[config.mk]
export PLATFORM = sky130hd
export DESIGN_NAME = dbus_arbiter_flat
export DESIGN_NICKNAME = d
export VERILOG_FILES = /design/src/rtl/dbus_arbiter_if.sv /design/src/rtl/dbus_arbiter.sv /design/src/flat_wrapper.sv
export SDC_FILE = /design/constraint.sdc
export NUM_CORES = 1
export LEC_CHECK = 0
export BUFFER_PORTS_ARGS = -buffer_cell sky130_fd_sc_hd__clkbuf_2
export CAP_MARGIN = 20
export CORE_ASPECT_RATIO = 1.25
export CORE_MARGIN = 2
export CORE_UTILIZATION = 30
export CTS_CLUSTER_SIZE = 40
export DETAILED_ROUTE_END_ITERATION = 6
export HOLD_SLACK_MARGIN = 0.1
export PLACE_DENSITY = 0.62
export SLEW_MARGIN = 30
export SYNTH_ARGS = -nofsm -noshare
export SYNTH_HDL_FRONTEND = slang
export SYNTH_SLANG_ARGS = --single-unit
export TNS_END_PERCENT = 100
[constraint.sdc]
create_clock -name clk -period 1.7 [get_ports clk]
set_input_delay 0.17 -clock clk [delete_from_list [all_inputs] [get_ports clk]]
set_output_delay 0.17 -clock clk [all_outputs]
set_load 0.03 [all_outputs]
[src/rtl/dbus_arbiter_if.sv]
// Requester and bus-controller signal bundle for dbus_arbiter.
// The arbiter takes the slave view; the surrounding core/controller takes the master view.
interface dbus_arbiter_if;
    logic        req0, req1;
    logic        we0, we1;
    logic [1:0]  size0, size1;
    logic [31:0] addr0, addr1;
    logic [31:0] wdata0, wdata1;
    logic        gnt0, gnt1;
    logic        done0, done1;
    logic        err;
    logic [31:0] rdata;
    logic        bus_rd, bus_wd;
    logic [1:0]  bus_size_in, bus_size_out;
    logic [31:0] bus_addr_in, bus_addr_out;
    logic [31:0] bus_data_in;
    logic [31:0] bus_data_out;
    logic        bus_ready, bus_busy;

    modport slave (
        input  req0, req1, we0, we1, size0, size1, addr0, addr1, wdata0, wdata1,
        input  bus_data_out, bus_ready, bus_busy,
        output gnt0, gnt1, done0, done1, err, rdata,
        output bus_rd, bus_wd, bus_size_in, bus_size_out, bus_addr_in, bus_addr_out, bus_data_in
    );

    modport master (
        output req0, req1, we0, we1, size0, size1, addr0, addr1, wdata0, wdata1,
        output bus_data_out, bus_ready, bus_busy,
        input  gnt0, gnt1, done0, done1, err, rdata,
        input  bus_rd, bus_wd, bus_size_in, bus_size_out, bus_addr_in, bus_addr_out, bus_data_in
    );
endinterface

[src/rtl/dbus_arbiter.sv]
// Two-port round-robin arbiter/sequencer for the data bus controller (port 0 fetch, port 1 LSU).
// Define DBUS_ARBITER_TIMEOUT_EN to abort a busy-stalled WAIT after TIMEOUT_CYCLES with err=1.
module dbus_arbiter #(
    parameter int BUS_LATENCY    = 1,
    parameter int TIMEOUT_CYCLES = 16,
    parameter int CNT_WIDTH      = 5
) (
    input logic           clk,
    input logic           rst,
    dbus_arbiter_if.slave dif
);
    localparam logic [1:0] IDLE  = 2'd0;
    localparam logic [1:0] ISSUE = 2'd1;
    localparam logic [1:0] WAIT  = 2'd2;
    localparam int SAT_I = (TIMEOUT_CYCLES > BUS_LATENCY) ? TIMEOUT_CYCLES : BUS_LATENCY;
    localparam logic [CNT_WIDTH-1:0] CNT_SAT = CNT_WIDTH'(SAT_I);
    localparam logic [CNT_WIDTH-1:0] LAT_M1  = CNT_WIDTH'(BUS_LATENCY - 1);
`ifdef DBUS_ARBITER_TIMEOUT_EN
    localparam logic [CNT_WIDTH-1:0] TO_M1   = CNT_WIDTH'(TIMEOUT_CYCLES - 1);
`endif

    logic [1:0]           state;
    logic [CNT_WIDTH-1:0] cnt;
    logic                 owner, last_owner, we_q;
    logic [31:0]          rdata_q, rdata_nxt;
    logic                 start, pick, norm_exit, tmo, finish;
    logic                 sel_we;
    logic [1:0]           sel_size;
    logic [31:0]          sel_addr, sel_wdata;

    always_comb begin
        // rst gating keeps gnt low while reset is held even though IDLE is decoded
        start     = (state == IDLE) && rst && (dif.req0 || dif.req1)
                    && dif.bus_ready && !dif.bus_busy;
        pick      = (dif.req0 && dif.req1) ? ~last_owner : dif.req1;
        sel_we    = pick ? dif.we1    : dif.we0;
        sel_size  = pick ? dif.size1  : dif.size0;
        if (sel_size == 2'b11) sel_size = 2'b10;
        sel_addr  = pick ? dif.addr1  : dif.addr0;
        sel_wdata = pick ? dif.wdata1 : dif.wdata0;
        norm_exit = (state == WAIT) && (cnt >= LAT_M1) && !dif.bus_busy;
`ifdef DBUS_ARBITER_TIMEOUT_EN
        tmo       = (state == WAIT) && !norm_exit && (cnt >= TO_M1);
`else
        tmo       = 1'b0;
`endif
        finish    = norm_exit || tmo;
        rdata_nxt = rdata_q;
        if (tmo)                      rdata_nxt = '0;
        else if (norm_exit && !we_q)  rdata_nxt = dif.bus_data_out;
    end

    assign dif.gnt0  = start && !pick;
    assign dif.gnt1  = start && pick;
    assign dif.done0 = finish && !owner;
    assign dif.done1 = finish && owner;
    assign dif.err   = tmo;
    assign dif.rdata = rdata_nxt;

    always_ff @(posedge clk or negedge rst) begin
        if (!rst) begin
            state            <= IDLE;
            cnt              <= '0;
            owner            <= 1'b0;
            last_owner       <= 1'b1;
            we_q             <= 1'b0;
            rdata_q          <= '0;
            dif.bus_rd       <= 1'b0;
            dif.bus_wd       <= 1'b0;
            dif.bus_size_in  <= '0;
            dif.bus_size_out <= '0;
            dif.bus_addr_in  <= '0;
            dif.bus_addr_out <= '0;
            dif.bus_data_in  <= '0;
        end else begin
            rdata_q <= rdata_nxt;
            case (state)
                IDLE: if (start) begin
                    owner            <= pick;
                    last_owner       <= pick;
                    we_q             <= sel_we;
                    dif.bus_rd       <= !sel_we;
                    dif.bus_wd       <= sel_we;
                    dif.bus_addr_in  <= sel_addr;
                    dif.bus_addr_out <= sel_addr;
                    dif.bus_size_in  <= sel_we ? sel_size : 2'b00;
                    dif.bus_size_out <= sel_we ? 2'b00 : sel_size;
                    dif.bus_data_in  <= sel_we ? sel_wdata : 32'h0;
                    state            <= ISSUE;
                end
                ISSUE: begin
                    dif.bus_rd <= 1'b0;
                    dif.bus_wd <= 1'b0;
                    cnt        <= '0;
                    state      <= WAIT;
                end
                WAIT: begin
                    if (cnt < CNT_SAT) cnt <= cnt + 1'b1;
                    if (finish) state <= IDLE;
                end
                default: state <= IDLE;
            endcase
        end
    end
endmodule

[src/flat_wrapper.sv]
// flat-port wrapper written by rule: the top's interface ports become plain ports
module dbus_arbiter_flat 
#(
    parameter int BUS_LATENCY    = 1,
    parameter int TIMEOUT_CYCLES = 16,
    parameter int CNT_WIDTH      = 5
)
  (clk, rst, dif_req0, dif_req1, dif_we0, dif_we1, dif_size0, dif_size1, dif_addr0, dif_addr1, dif_wdata0, dif_wdata1, dif_bus_data_out, dif_bus_ready, dif_bus_busy, dif_gnt0, dif_gnt1, dif_done0, dif_done1, dif_err, dif_rdata, dif_bus_rd, dif_bus_wd, dif_bus_size_in, dif_bus_size_out, dif_bus_addr_in, dif_bus_addr_out, dif_bus_data_in);
  dbus_arbiter_if dif_i ();
  input logic clk;
  input logic rst;
  input wire logic [$bits(dif_i.req0)-1:0] dif_req0;
  input wire logic [$bits(dif_i.req1)-1:0] dif_req1;
  input wire logic [$bits(dif_i.we0)-1:0] dif_we0;
  input wire logic [$bits(dif_i.we1)-1:0] dif_we1;
  input wire logic [$bits(dif_i.size0)-1:0] dif_size0;
  input wire logic [$bits(dif_i.size1)-1:0] dif_size1;
  input wire logic [$bits(dif_i.addr0)-1:0] dif_addr0;
  input wire logic [$bits(dif_i.addr1)-1:0] dif_addr1;
  input wire logic [$bits(dif_i.wdata0)-1:0] dif_wdata0;
  input wire logic [$bits(dif_i.wdata1)-1:0] dif_wdata1;
  input wire logic [$bits(dif_i.bus_data_out)-1:0] dif_bus_data_out;
  input wire logic [$bits(dif_i.bus_ready)-1:0] dif_bus_ready;
  input wire logic [$bits(dif_i.bus_busy)-1:0] dif_bus_busy;
  output wire logic [$bits(dif_i.gnt0)-1:0] dif_gnt0;
  output wire logic [$bits(dif_i.gnt1)-1:0] dif_gnt1;
  output wire logic [$bits(dif_i.done0)-1:0] dif_done0;
  output wire logic [$bits(dif_i.done1)-1:0] dif_done1;
  output wire logic [$bits(dif_i.err)-1:0] dif_err;
  output wire logic [$bits(dif_i.rdata)-1:0] dif_rdata;
  output wire logic [$bits(dif_i.bus_rd)-1:0] dif_bus_rd;
  output wire logic [$bits(dif_i.bus_wd)-1:0] dif_bus_wd;
  output wire logic [$bits(dif_i.bus_size_in)-1:0] dif_bus_size_in;
  output wire logic [$bits(dif_i.bus_size_out)-1:0] dif_bus_size_out;
  output wire logic [$bits(dif_i.bus_addr_in)-1:0] dif_bus_addr_in;
  output wire logic [$bits(dif_i.bus_addr_out)-1:0] dif_bus_addr_out;
  output wire logic [$bits(dif_i.bus_data_in)-1:0] dif_bus_data_in;
  assign dif_i.req0 = dif_req0;
  assign dif_i.req1 = dif_req1;
  assign dif_i.we0 = dif_we0;
  assign dif_i.we1 = dif_we1;
  assign dif_i.size0 = dif_size0;
  assign dif_i.size1 = dif_size1;
  assign dif_i.addr0 = dif_addr0;
  assign dif_i.addr1 = dif_addr1;
  assign dif_i.wdata0 = dif_wdata0;
  assign dif_i.wdata1 = dif_wdata1;
  assign dif_i.bus_data_out = dif_bus_data_out;
  assign dif_i.bus_ready = dif_bus_ready;
  assign dif_i.bus_busy = dif_bus_busy;
  assign dif_gnt0 = dif_i.gnt0;
  assign dif_gnt1 = dif_i.gnt1;
  assign dif_done0 = dif_i.done0;
  assign dif_done1 = dif_i.done1;
  assign dif_err = dif_i.err;
  assign dif_rdata = dif_i.rdata;
  assign dif_bus_rd = dif_i.bus_rd;
  assign dif_bus_wd = dif_i.bus_wd;
  assign dif_bus_size_in = dif_i.bus_size_in;
  assign dif_bus_size_out = dif_i.bus_size_out;
  assign dif_bus_addr_in = dif_i.bus_addr_in;
  assign dif_bus_addr_out = dif_i.bus_addr_out;
  assign dif_bus_data_in = dif_i.bus_data_in;
  dbus_arbiter #(.BUS_LATENCY(BUS_LATENCY), .TIMEOUT_CYCLES(TIMEOUT_CYCLES), .CNT_WIDTH(CNT_WIDTH)) u_core (.clk(clk), .rst(rst), .dif(dif_i));
endmodule
==> flow_metrics.env, run 1 <==
export IMPL_die_area_um2=19700
export IMPL_finalSetupViolations=97
export IMPL_cpLargestDelayFamily="simple AND/OR/NAND/NOR gates"
export IMPL_pwr_share_clk_pct=17.3
export IMPL_numCtsBuffers=9
export IMPL_p_leak_nw=4.44
export IMPL_vias=4464
export IMPL_post_route_period_util_pct=127
export IMPL_ioPinCount=311
export IMPL_cts_clk_slew_worst_paths_ns=0.07
export IMPL_synth_area_um2=5580
export IMPL_via_per_inst=4.46
export IMPL_drc_errors=0
export IMPL_antenna_found_initial=0
export IMPL_synth_avg_cell_area_um2=12.9
export IMPL_seq_area_frac_synth_pct=48.0
export IMPL_grt_pass1_vias=4634
export IMPL_status="finished with violations"
export IMPL_htree_levels=3
export IMPL_fin_ws_ns=-0.461
export IMPL_finalHoldViolations=0
export IMPL_maxSlewHeadroom_pct=60.4
export IMPL_drt_iter0_markers=81
export IMPL_wirelength_mm=16.1
export IMPL_ys_flop_type="dfrtp_1"
export IMPL_skew_ns=0.00706
export IMPL_ant_nets=0
export IMPL_cpPeakStageDelay_ns=0.44
export IMPL_place_area_um2=7290
export IMPL_start_util_pct=30.7
export IMPL_synthTopCellsByCount="dfrtp_1, mux2_2, nand2_1"
export IMPL_synthArstFlopShare_pct=100
export IMPL_wl_per_cell_um=16.1
export IMPL_cp_arrival_ns=1.99
export IMPL_drive_above_1_share_pct=66.3
export IMPL_core_area_um2=18200
export IMPL_crit_required_ns=1.53
export IMPL_insertion_delay_ns=0.35
export IMPL_synth_edf_count=0
export IMPL_final_cell_area_um2=8680
export IMPL_die_y_um=156
export IMPL_crit_type="flip-flop to output pin"
export IMPL_peakVddDrop_mv=0.935
export IMPL_hold_ws_ns=0.175
export IMPL_yosys_warnings=0
export IMPL_cp_end_kind="output pin"
export IMPL_grt_pass1_wl_mm=23.8
export IMPL_slew_viol_final=0
export IMPL_seq_power_share_pct=31.0
export IMPL_numPortBuffers=309
export IMPL_cell_internal_pwr_mw=7.40
export IMPL_violations="setup timing"
export IMPL_synth_cell_types=24
export IMPL_clock_fmax_mhz=463
export IMPL_crit_path_max_fanout=13
export IMPL_gp_congestion=0.742
export IMPL_synth_seq_cells=107
export IMPL_grt_total_usage_pct=15.5
export IMPL_cp_slowest_cell="or3b_4"
export IMPL_fill_cells=1648
export IMPL_switching_share_pct=40.7
export IMPL_grt_max_degree=108
export IMPL_worstMarginPinSlew_ns=0.594
export IMPL_hpwl_mm=10.6
export IMPL_ys_top_cells_by_area="dfrtp_1, mux2_2, mux2_4"
export IMPL_grt_overflow=0
export IMPL_cts_buffer_depth=2
export IMPL_rows=55
export IMPL_syn_to_final_growth_pct=55.6
export IMPL_cts_tree="built"
export IMPL_maxCapViolCount=0
export IMPL_min_period_ns=2.16
export IMPL_synth_top_cell_area_share_pct=47.6
export IMPL_final_core_util_pct=47.8
export IMPL_clock_sinks=107
export IMPL_instances_no_fill=1000
export IMPL_dp_slack_ns=-0.109
export IMPL_min_path_type="primary input to flip-flop"
export IMPL_path_buf_inv=2
export IMPL_first_pass_iters=4
export IMPL_synth_area_leader_cell="dfrtp_1"
export IMPL_synthCells=431
export IMPL_nets=939
export IMPL_die_w_um=126
export IMPL_placedCellCount=931
export IMPL_synth_nets=603
export IMPL_p_comb_share_pct=51.7
export IMPL_p_sw_mw=5.09
export IMPL_root_buffer="clkbuf_16"
export IMPL_crit_path_start_kind="flip-flop"
export IMPL_diodes=0
export IMPL_power_density_nw_per_um2=1440
export IMPL_crit_chain="or3b_4 -> nor2_8 -> buf_12 -> mux2_4 -> buf_8"
export IMPL_rsz0062_at_grt="yes"
==> through the flow <==
step                TNS, ns  total power [mW]
global route         -26.94              13.1
floorplan                 0              7.87
global placement      -2.50              9.17
CTS                  -21.22              12.2
detailed placement    -2.97              9.24
finish               -19.99              12.5
==> cell families after synthesis <==
kind of cell           synth area share [%]
buffers and inverters                  8.26
other                                0.0672
multiplexers                           36.3
AND/OR/NAND/NOR                        7.11
AO/OA/AOI/OAI                         0.224
flip-flops                             48.0
==> routing by layer <==
layer	GRT usage (%)	routed length, um
met1	16.7	5870
met2	28.9	8740
met4	5.65	417
met3	4.00	1030
met5	0	0
==> final timing paths <==
kind | start | endpoint | slack (ns) | cells after the start
max in group asynchronous | rst | u_core.dif.bus_rd | 0.73 | 3
min in group asynchronous | rst | u_core.dif.bus_data_in[1] | 0.52 | 3
max | u_core.state[0] | dif_rdata[26] | -0.46 | 5
min reg2reg | u_core.rdata_q[13] | u_core.rdata_q[13] | 0.51 | 1
max reg2reg | u_core.state[0] | u_core.dif.bus_data_in[8] | -0.16 | 7
min | dif_addr1[0] | u_core.dif.bus_addr_in[0] | 0.18 | 3
==> area by class of cell <==
| type | instances | area, um^2 | share of cell area (%) |
|---|---|---|---|
| Timing Repair Buffer | 385 | 2890 | 33.3 |
| Tap cell | 228 | 285 | 3.29 |
| Inverter | 2 | 7.51 | 0.0865 |
| Sequential cell | 107 | 2680 | 30.9 |
| Clock inverter | 7 | 73.8 | 0.851 |
| Clock buffer | 9 | 225 | 2.60 |
| Multi-Input combinational cell | 262 | 2510 | 29.0 |
==> power by group through the flow <==
stage / Combinational, mW / Sequential [mW] / Clock (mW)
global route: 6.76 / 3.98 / 2.35
detailed placement: 5.35 / 3.89 / 0
floorplan: 3.16 / 4.71 / 0
finish: 6.45 / 3.88 / 2.16
CTS: 6.13 / 3.87 / 2.25
global placement: 5.28 / 3.89 / 0
==> placed cells by master (no fill, tap or decap), types with 2 or more instances in the layout <==
cell type / Yosys / routed
buf_12: 3 / 17
buf_16: 0 / 2
buf_4: 37 / 14
buf_6: 4 / 8
buf_8: 0 / 34
clkbuf_16: 0 / 12
clkbuf_2: 0 / 272
clkinv_2: 0 / 2
dfrtp_1: 106 / 106
dlygate4sd3_1: 0 / 34
inv_1: 2 / 2
inv_6: 0 / 3
mux2_2: 106 / 94
mux2_4: 30 / 42
mux2i_1: 38 / 38
nand2_1: 68 / 68
nand2b_1: 4 / 4
nand3b_1: 3 / 3
nor3b_1: 2 / 2
==> registers in the layout, summed over array words and instances (netlist names) <==
register and count:
u_core.state 2, u_core.rdata_q 32, u_core.we_q 1, u_core.dif.bus_data_in 32
u_core.dif.bus_rd 1, u_core.dif.bus_size_out 2, u_core.owner 1, u_core.dif.bus_addr_in 32
u_core.dif.bus_size_in 2, u_core.last_owner 1, u_core.dif.bus_wd 1
==> worst register-to-register path: stages (launching register included) <==
cell and delay, ns:
dfrtp_1 0.38, buf_4 0.15, nor4_4 0.34, buf_12 0.16, buf_12 0.14, buf_12 0.13
buf_12 0.12, mux2_2 0.33
==> repair_timing <==
item | in CTS | in global routing
endpoints found under the hold margin | 139 | 0
gates cloned | 3 | 3
pin swaps | 1 | 1
setup endpoints to repair | 60 | 104
hold buffers | 34 | 0
gates resized for setup | 90 | 53
buffers inserted | 11 | 5
Note: power is estimated with default switching activity, not from simulation.
==> run 2, diff against run 1 <==
--- a/config.mk
+++ b/config.mk
@@ -13,7 +13,7 @@
 export CTS_CLUSTER_SIZE = 40
 export DETAILED_ROUTE_END_ITERATION = 6
 export HOLD_SLACK_MARGIN = 0.1
-export PLACE_DENSITY = 0.62
+export PLACE_DENSITY = 0.6
 export SLEW_MARGIN = 30
 export SYNTH_ARGS = -nofsm -noshare
 export SYNTH_HDL_FRONTEND = slang
==> constraint.sdc (replaced) <==
create_clock -name clk -period 2.6 [get_ports clk]
set_input_delay 0.26 -clock clk [delete_from_list [all_inputs] [get_ports clk]]
set_output_delay 0.26 -clock clk [all_outputs]
set_load 0.03 [all_outputs]
==> run 2 against run 1 <==
Net effect:
- the flow now finishes without violations
- register-to-register slack gained 0.96 ns
- clock-buffer cell count up 1
- critical path depth stayed put
- global-route usage down 1.4 points
- final area decreased by 15%
- first-iteration DRC count grew 16%
- critical endpoint is now dif_rdata[0]
- largest cell class is now registers
==> flow_metrics.env, run 2 (synthesis results as in run 1) <==
export IMPL_top_regs="u_core.dif.bus_addr_in (32), u_core.dif.bus_data_in (32), u_core.rdata_q (32)"
export IMPL_rsz0062_at_grt="no"
export IMPL_skew_ns=0.00743
export IMPL_core_area_um2=18200
export IMPL_ctsResizeCount=0
export IMPL_final_core_util_pct=40.8
export IMPL_crit_path_start_kind="flip-flop"
export IMPL_syn_to_final_growth_pct=33.0
export IMPL_hpwl_mm=10.4
export IMPL_crit_required_ns=2.34
export IMPL_worstMarginPinSlew_ns=0.745
export IMPL_vias=4127
export IMPL_slew_viol_final=0
export IMPL_die_area_um2=19700
export IMPL_peakVddDrop_mv=0.515
export IMPL_gp_congestion=0.745
export IMPL_startpoint="u_core.state[0]"
export IMPL_maxSlewHeadroom_pct=50.3
export IMPL_post_route_period_util_pct=93.5
export IMPL_die_y_um=156
export IMPL_diodes=0
export IMPL_grt_pass1_vias=4273
export IMPL_postCtsSetupRepairBufs=0
export IMPL_wl_per_cell_um=14.9
export IMPL_hold_ws_ns=0.144
export IMPL_via_per_inst=4.42
export IMPL_cp_end_kind="output pin"
export IMPL_ant_nets=0
export IMPL_htree_levels=3
export IMPL_nets=873
export IMPL_numCtsBuffers=9
export IMPL_grt_total_usage_pct=14.1
export IMPL_ioPinCount=311
export IMPL_hp_start="dif_bus_data_out[25]"
export IMPL_start_util_pct=30.7
export IMPL_p_total_mw=7.45
export IMPL_grt_pass1_wl_mm=22.0
export IMPL_finalHoldViolations=0
export IMPL_min_path_type="primary input to flip-flop"
export IMPL_clock_fmax_mhz=411
export IMPL_cts_clk_slew_worst_paths_ns=0.08
export IMPL_status="completed"
export IMPL_maxCapViolCount=0
export IMPL_grt_overflow=0
export IMPL_finalSetupViolations=0
export IMPL_root_buffer="clkbuf_16"
export IMPL_drt_iter0_markers=94
export IMPL_grt_max_degree=73
export IMPL_final_cell_mix="clkbuf_2, mux2_2, dfrtp_1"
export IMPL_drive_above_1_share_pct=67.3
export IMPL_cts_tree="built"
export IMPL_min_period_ns=2.43
export IMPL_drc_errors=0
export IMPL_rows=55
export IMPL_clock_sinks=107
export IMPL_wirelength_mm=14.0
export IMPL_finalSetupTns_ns=0
export IMPL_p_leak_nw=3.92
export IMPL_crit_type="flip-flop to output pin"
export IMPL_insertion_delay_ns=0.35
export IMPL_cts_buffer_depth=2
export IMPL_antenna_found_initial=0
export IMPL_final_common_cell="clkbuf_2"
export IMPL_power_density_nw_per_um2=1000
export IMPL_die_w_um=126
export IMPL_r2r_start="u_core.last_owner"
export IMPL_cp_arrival_ns=2.17
export IMPL_numPortBuffers=309
export IMPL_first_pass_iters=4
export IMPL_crit_path_max_fanout=32
[run 2: power breakdown]
group	leakage (nW)	switching [mW]	internal, mW	total (mW)
combinational	2.42	2.17	1.23	3.40
clock	0.160	0.647	0.880	1.53
sequential	1.34	0.295	2.22	2.52
total	3.92	3.12	4.33	7.45
[run 2: routing by layer]
metal  track usage (%)  share of wire [%]  vias to the layer above
met4              4.24                1.5                        0
met2              25.7                 51                      192
met5                 0                  0                        -
li1                  -                  -                     1981
met3              4.00                7.8                       11
met1              15.9                 40                     1943
[run 2: layout make-up]
class / instances / area [um^2]
clock buffer: 10 / 239
multi-input combinational: 262 / 2450
inverter: 2 / 7.51
sequential: 107 / 2680
clock inverter: 6 / 93.8
fill: 1780 / 10800
timing repair buffer: 319 / 1660
tap: 228 / 285
[run 2: final timing paths]
path                                              endpoint  slack, ns  depth (start not counted)
worst max-delay path                          dif_rdata[0]       0.17                          5
worst min-delay path                    u_core.rdata_q[25]       0.14                          2
worst max register to register  u_core.dif.bus_size_out[0]       0.80                          4
worst min register to register          u_core.rdata_q[23]       0.49                          1
max in group asynchronous       u_core.dif.bus_data_in[10]       0.75                          4
min in group asynchronous                u_core.rdata_q[1]       0.65                          3
[run 2: timing repair]
item | CTS | global route
hold buffers | 1 | 0
endpoints found under the setup margin | 0 | 0
hold endpoints to repair | 49 | 0
[run 2: critical path: stages, from the launching register on]
cell and delay (ns):
dfrtp_1 0.44, or3b_4 0.46, nor2_8 0.10, buf_12 0.24, mux2_2 0.38, clkbuf_2 0.18
[run 2: through the flow]
step,cell area [um^2],instances,setup WS [ns]
5_1_grt,7420,934,0.0942
4_1_cts,7420,934,0.144
3_5_place_dp,7070,917,0.536
3_3_place_gp,7070,917,0.566
6_report,7420,934,0.170
2_1_floorplan,5580,431,0.819
